--- src/rtl/pwm.sv ---
// Fixed-period PWM for one motor channel: period 2^W cycles, high for `duty` cycles.
// Define PWM_SYNC_UPDATE_EN to defer duty updates to the next period boundary.
module pwm #(
  parameter type RPM_TYPE = logic [6:0]
) (
  input  logic    clk,
  input  logic    resetn,
  input  logic    set,
  input  RPM_TYPE mot_rpm,
  output logic    mot_pwm
);

  localparam int unsigned W = $bits(RPM_TYPE);

  logic [W-1:0] r_duty;
  logic [W-1:0] r_count;
  logic         r_pwm;
  logic [W-1:0] w_rpm;
  logic [W-1:0] w_count_nxt;

  assign w_rpm       = mot_rpm;
  assign w_count_nxt = r_count + W'(1);
  assign mot_pwm     = r_pwm;

`ifdef PWM_SYNC_UPDATE_EN
  logic [W-1:0] r_shadow;
  logic         w_wrap;
  logic [W-1:0] w_next_duty;

  assign w_wrap      = (r_count == '1);
  // A set landing on the wrap edge is taken directly so it is not lost for a period.
  assign w_next_duty = set ? w_rpm : r_shadow;

  always_ff @(posedge clk) begin
    if (resetn) begin
      r_duty   <= '0;
      r_shadow <= '0;
      r_count  <= '0;
      r_pwm    <= 1'b0;
    end else begin
      r_count <= w_count_nxt;
      if (set) begin
        r_shadow <= w_rpm;
      end
      if (w_wrap) begin
        r_duty <= w_next_duty;
        r_pwm  <= (w_next_duty != '0);
      end else begin
        r_pwm  <= (w_count_nxt < r_duty);
      end
    end
  end
`else
  always_ff @(posedge clk) begin
    if (resetn) begin
      r_duty  <= '0;
      r_count <= '0;
      r_pwm   <= 1'b0;
    end else if (set) begin
      r_duty  <= w_rpm;
      r_count <= '0;
      r_pwm   <= (w_rpm != '0);
    end else begin
      r_count <= w_count_nxt;
      r_pwm   <= (w_count_nxt < r_duty);
    end
  end
`endif

endmodule

--- config.mk ---
export PLATFORM = sky130hd
export DESIGN_NAME = pwm
export DESIGN_NICKNAME = d
export VERILOG_FILES = /design/src/rtl/pwm.sv
export SDC_FILE = /design/constraint.sdc
export NUM_CORES = 1
export LEC_CHECK = 0
export CORE_ASPECT_RATIO = 1.2
export CORE_UTILIZATION = 35
export CTS_CLUSTER_DIAMETER = 150
export DETAILED_ROUTE_END_ITERATION = 10
export GPL_ROUTABILITY_DRIVEN = 0
export PLACE_DENSITY = 0.52
export SLEW_MARGIN = 10
export SYNTH_ARGS = -nofsm -noshare
export SYNTH_HDL_FRONTEND = slang
export SYNTH_SLANG_ARGS = --single-unit
--- constraint.sdc ---
create_clock -name clk -period 2.2 [get_ports clk]
set_input_delay 0.44 -clock clk [delete_from_list [all_inputs] [get_ports clk]]
set_output_delay 0.44 -clock clk [all_outputs]
set_load 0.1 [all_outputs]
==> summary.md, run 1 <==
### Run status
- complete, but fails checks — run status
- design-rule violations — violated checks

### Final layout
- 112 — number of nets at the end of the flow
- 22.1% — Area Overhead vs Synth
- 124 — Layout Cells excl Fill
- 925 sq um — post-route design area
- 0 — count of inserted antenna diode cells
- 0.117 — share of post-route cells with drive strength above 1

### Synth
- simple AND/OR/NAND/NOR gates — main combinational cell family by area after synthesis
- 0 — number of synthesized flops with an enable pin
- 0 — synthesis warning total
- 15 — register bit count reported by yosys
- 0 — async set or reset register ratio after synthesis
- 0.397 — share of the synthesized area in the top cell type
- 0.116 — post-synthesis adder-cell area fraction
- 9.46 sq um — Post-Syn Area per Cell
- dfxtp_1 — library cell occupying the most area in the post-synthesis netlist
- 0.0926 — multiplexer fraction of the synthesized cell area
- 0.397 — sequential cell area fraction in the yosys report
- 757 sq um — Netlist Area Pre-Place
- 23 — Distinct cells, synth
- dfxtp_1 — library cell with the highest instance count after synthesis
- dfxtp_1 40%, ha_1 12%, mux2i_1 9.3%, nor2_1 6.0%, o41ai_4 3.6% — largest cells by area after synthesis
- 0.0347 — share of the synthesized netlist area taken by xor and xnor gates
- 80 — cells after synthesis
- 15 x dfxtp_1, 12 x nor2_1, 7 x ha_1, 7 x inv_1, 7 x mux2i_1 — cell types with the highest counts after synthesis
- 97 — total nets after synthesis
- 0.180 — post-synthesis simple-gate area fraction
- dfxtp_1 — flip-flop cell with the highest count after synthesis
- 0.124 — post-synthesis compound-gate area fraction

### Power and ir drop
- 0.000434 V — worst-case vdd ir drop
- 0.535 — sequential cell fraction of total power
- 0.266 — switching power as a share of total power
- 0.144 mW — Switch Pwr
- 0.395 nW — static leakage power
- 0.541 mW — Final Total Pwr
- 585 nW/um^2 — total power divided by cell area
- 0.297 — clock network power share
- 0.167 — relative contribution of combinational cells to total power
- 0.397 mW — Int Power

### Clock tree
- 90 ps — clock-pin slew on the worst setup and hold paths
- 15 — Clock Sink Count
- 290 ps — Clock Latency Late Sink
- yes — CTS tree
- clkbuf_4 — clock root buffer master
- 3 — number of buffers created by CTS
- 2 — maximum root-to-sink buffer count
- 0 — cts-stage hold buffer count
- 0 — # resized after CTS
- 0 — number of buffers added for setup after CTS
- 1 — depth of the CTS H-tree

### Worst setup path
- 8 — r2r worst-path depth
- 410 ps — biggest cell delay along the critical path
- flip-flop to flip-flop — kind of critical path
- dfxtp_1 — Critical-path top delay cell
- flip-flop — kind of start point of the critical path
- r_count[0] — first element of the critical path
- mot_pwm — Critical Path Sink
- 2370 ps — required time at the endpoint of the critical path
- ha_1, nand3_1, o21ai_0, nand2_1, ha_1, nand4_1, a211oi_1, o41ai_2 — cell-by-cell trace of the critical path
- ha_1 — cell mode on critical path
- 5 — critical path fanouts, max
- flip-flop — sort of element at the end of the critical path
- mot_pwm — end of the worst register-to-register path
- r_count[0] — reg-to-reg startpoint
- 2160 ps — Data arrival, critical path
- 210 ps — register-to-register setup slack

### Global route
- 0 — number of antenna violations at the first check in global routing
- 2520 um — first-pass GRT wire length
- 594 — number of global-route vias before repair
- 0 — GRT Residual Overflow
- 9 — largest net degree at the start of global routing
- 0.154 — total routing resource utilization after global routing

### Floorplan
- 2050 sq um — core area
- 18 — num rows
- 11 — # IOs
- 52.9 um — die height
- 2350 sq um — Die Area
- 44.5 um — DIE WIDTH
- 0.369 — initial cell density of the core

### Timing
- 1.17 ps — Worst Clk Skew
- 0.904 — Final period util
- 0 — final number of setup-violating endpoints
- 0.813 — max_slew headroom
- 503 MHz — achievable frequency
- 1990 ps — Tmin final
- 0 — Slew Limit Fails
- false — setup repair after global routing missed its margin
- 279 ps — Tightest Pin Transition
- 0 ps — setup tns final
- 0 — final number of hold-violating endpoints
- 211 ps — minimum setup slack in the final design

### Routing
- 1 — # DRC
- 4.75 — via density per instance
- 11.6 um — average routed wire per standard cell
- 7 — Detailed Routing Iterations Pass 1
- 8 — violation count after the first detailed-route iteration
- 0 — antenna violation net count after detailed routing
- 1440 um — Total Routed Length
- 589 — via count of the routed design

### Hold path
- r_count[0] — hold path startpoint
- flip-flop to flip-flop — Hold/Removal Path Class

### Placement
- 10 — IO Port Bufs
- 120 — placed cells
- 898 sq um — area after detailed placement
- 1210 um — detailed placer's ending HPWL
- 227 ps — Post-Place Setup Slack

### Run
- 0 — max_cap viols

-- metrics by stage --
step | hold WS (ps) | utilization
6_report | 491 | 0.451
2_1_floorplan | 441 | -
4_1_cts | 493 | 0.451
5_1_grt | 522 | 0.451
3_3_place_gp | 457 | 0.438
3_5_place_dp | 470 | 0.438
-- cells by family (layout without fill, tap and decap cells) --
logic type | after synthesis | in the layout
multiplexers | 7 | 7
AO/OA/AOI/OAI | 10 | 10
XOR/XNOR | 3 | 3
flip-flops | 15 | 15
AND/OR/NAND/NOR | 28 | 28
adder cells (fa/ha/maj) | 7 | 7
buffers and inverters | 10 | 24
-- per-layer routing --
metal / vias to the layer above / routed length [um] / share of wire / global-route usage
met5: - / 0 / 0 / 0
met4: 0 / 48 / 0.033 / 0.121
met3: 5 / 37 / 0.026 / 0.0205
met1: 273 / 612 / 0.43 / 0.175
met2: 11 / 739 / 0.51 / 0.255
li1: 300 / - / - / -
-- power groups by stage --
stage / Sequential, mW / Combinational [mW] / Clock, mW
6_report: 0.289 / 0.0905 / 0.161
5_1_grt: 0.291 / 0.101 / 0.181
4_1_cts: 0.290 / 0.0922 / 0.169
3_5_place_dp: 0.296 / 0.0922 / 0
3_3_place_gp: 0.295 / 0.0907 / 0
2_1_floorplan: 0.308 / 0.0437 / 0
-- final cells by class --
type,instances,area [sq um]
fill,206,1120
timing repair buffer,13,120
sequential,15,300
inverter,7,26.3
multi-input combinational,55,414
clock buffer,4,26.3
tap,30,37.5
-- registers in the layout, indices dropped and copies added, names as in the netlist --
signal	count
r_count	7
mot_pwm	1
r_duty	7
-- critical path: cells and delay by family, from the launching register on --
kind                     cells  cell delay (ps)
AO/OA/AOI/OAI                3              640
adder cells (fa/ha/maj)      2              510
flip-flops                   1              410
AND/OR/NAND/NOR              3              310
-- worst min path at each step --
stage / to / slack, ps / depth (start not counted)
after floorplan: r_count[0] / 440 / 1
after global placement: r_count[0] / 460 / 1
after detailed placement: r_count[0] / 470 / 1
after CTS: r_count[0] / 490 / 1
after global routing: r_count[0] / 520 / 1
final: r_count[0] / 490 / 1
-- cells in the final DEF, fill, tap and decap left out, types with 2 or more instances in the layout --
cell type        count
clkdlybuf4s50_1      9
nand3_1              3
xnor2_1              2
a21oi_1              2
ha_1                 7
nand2_1              4
a211oi_1             2
nor2b_1              4
or3_1                2
nor2_1              12
dfxtp_1             15
inv_1                7
buf_4                4
clkbuf_4             3
o21ai_0              3
mux2i_1              7
No activity file was read; power rests on OpenSTA's default activity.
==> inputs of run 2 (changes only) <==
--- a/config.mk
+++ b/config.mk
@@ -11,7 +11,6 @@
 export DETAILED_ROUTE_END_ITERATION = 10
 export GPL_ROUTABILITY_DRIVEN = 0
 export PLACE_DENSITY = 0.52
-export SLEW_MARGIN = 10
 export SYNTH_ARGS = -nofsm -noshare
 export SYNTH_HDL_FRONTEND = slang
 export SYNTH_SLANG_ARGS = --single-unit
==> results of run 2 <==
Final layout, timing and power as in run 1 (identical DEF).
==> patch, RTL diff (settings of run 1) <==
Build with the macro `PWM_SYNC_UPDATE_EN` defined.
--- a/src/rtl/pwm.sv
+++ b/src/rtl/pwm.sv
@@ -2,2 +2,4 @@
 // Define PWM_SYNC_UPDATE_EN to defer duty updates to the next period boundary.
+`define PWM_SYNC_UPDATE_EN
+
 module pwm #(
Formal check against the unedited RTL: not equivalent (a bounded check fails within 4 cycles, from zero or initial values and one cycle with resetn high).
==> patch against run 1 <==
- area after synthesis rose by 30%
- global-route usage fell by 1.6 points
- final area rose by 32%
- largest power group unchanged
- critical path type unchanged
- routed wire length rose by 20%
- worst setup slack got worse by 0.068 ns
- utilization rose by 1.8 points
- synthesized cell count rose by 30%
- worst hold slack improved by 0.017 ns
- via count rose by 23%
- critical endpoint unchanged
- sequential share of layout area rose by 3.9 points
- sequential cell count rose by 7
- total power rose by 39%
==> patch: results (changes against run 1) <==
Fill cells: 263 (+28%)
Total Routing Usage GR: 13.81% (-1.6 points)
status: completed
Yosys cell types: 26 (+13%)
DRC Markers: 0 (-1)
Clk pwr share: 28.6% (-1.1 points)
first-pass GRT wire length: 3077 um (+22%)
Post-synth top cells: 22 x dfxtp_1, 20 x nor2_1, 9 x a211oi_1
DP HPWL: 1332 um (+10%)
Post-DP Area: 1135 um2 (+26%)
placed cells: 148 (+23%)
DR WL/cell: 11.32 um (-2.3%)
worst slew pin tran: 0.2286 ns (-0.05007 ns)
Worst-path clk slew: 0.12 ns (+0.03 ns)
vias in the first global route: 714 (+20%)
Gate power share: 15.3% (-1.4 points)
Worst Clk Skew: 0.001210 ns (+0.00004138 ns)
largest net degree at the start of global routing: 23 (+14)
initial DRC count: 6 (-2)
CP max stage delay: 0.50 ns (+0.09 ns)
layout cells sized above 1: 21.01% (+9.3 points)
non-filler cells, final: 152 (+23%)
top cells by area, synth: dfxtp_1 45%, ha_1 8.9%, nor2_1 7.6%, mux2i_1 7.1%, a211oi_1 6.9%
CP max FO: 3 (-2)
kind of cell adding the most delay to the critical path: simple AND/OR/NAND/NOR gates
Pwr Total: 753.5 uW (+39%)
-- patch: final timing paths --
check                                start   endpoint  depth (start not counted)  slack [ns]
worst max register to register  r_count[1]    mot_pwm                          8        0.14
worst min-delay path             r_duty[4]  r_duty[4]                          2        0.51
worst min register to register   r_duty[4]  r_duty[4]                          2        0.51
worst max-delay path            r_count[1]    mot_pwm                          8        0.14
-- patch: cell families (layout without fill, tap and decap cells) --
| kind of cell | Yosys count | count (layout) | synth area share (%) |
|---|---|---|---|
| and+or+nand+nor | 38 | 38 | 18.68 |
| DFF | 22 | 22 | 44.73 |
| AOI/OAI and AO/OA | 15 | 15 | 11.18 |
| buffers and inverters | 10 | 25 | 4.955 |
| adders and majority gates | 7 | 7 | 8.894 |
| muxes | 7 | 7 | 7.116 |
| xor gates and xnor gates | 5 | 5 | 4.448 |
-- patch: cell type report --
type | count | area, um2 | share of cell area [%]
Tap cell | 33 | 41.29 | 3.385
Clock buffer | 4 | 36.28 | 2.974
Inverter | 6 | 22.52 | 1.846
Sequential cell | 22 | 444.2 | 36.41
Timing Repair Buffer | 15 | 135.1 | 11.08
Multi-Input combinational cell | 72 | 540.5 | 44.31
-- patch: tightest hold or removal path, cell delays in order, from the launching register on --
cell	delay, ns
dfxtp_1	0.33
nor2_1	0.10
a211oi_1	0.05
-- patch: routing by layer --
| layer | GRT usage, % | vias up | part of all wire (%) |
|---|---|---|---|
| li1 | - | 393 | - |
| met1 | 15.21 | 322 | 48 |
| met2 | 24.76 | 7 | 48 |
| met3 | 3.053 | 2 | 2.2 |
| met4 | 7.143 | 0 | 1.2 |
| met5 | 0 | - | 0 |
-- patch: repair_timing --
action | 4_1_cts | 5_1_grt
endpoints found under the hold margin | 0 | 0
hold buffers | 0 | 0
endpoints found under the setup margin | 0 | 1
buffers inserted | 0 | 0
resized for setup | 0 | 14
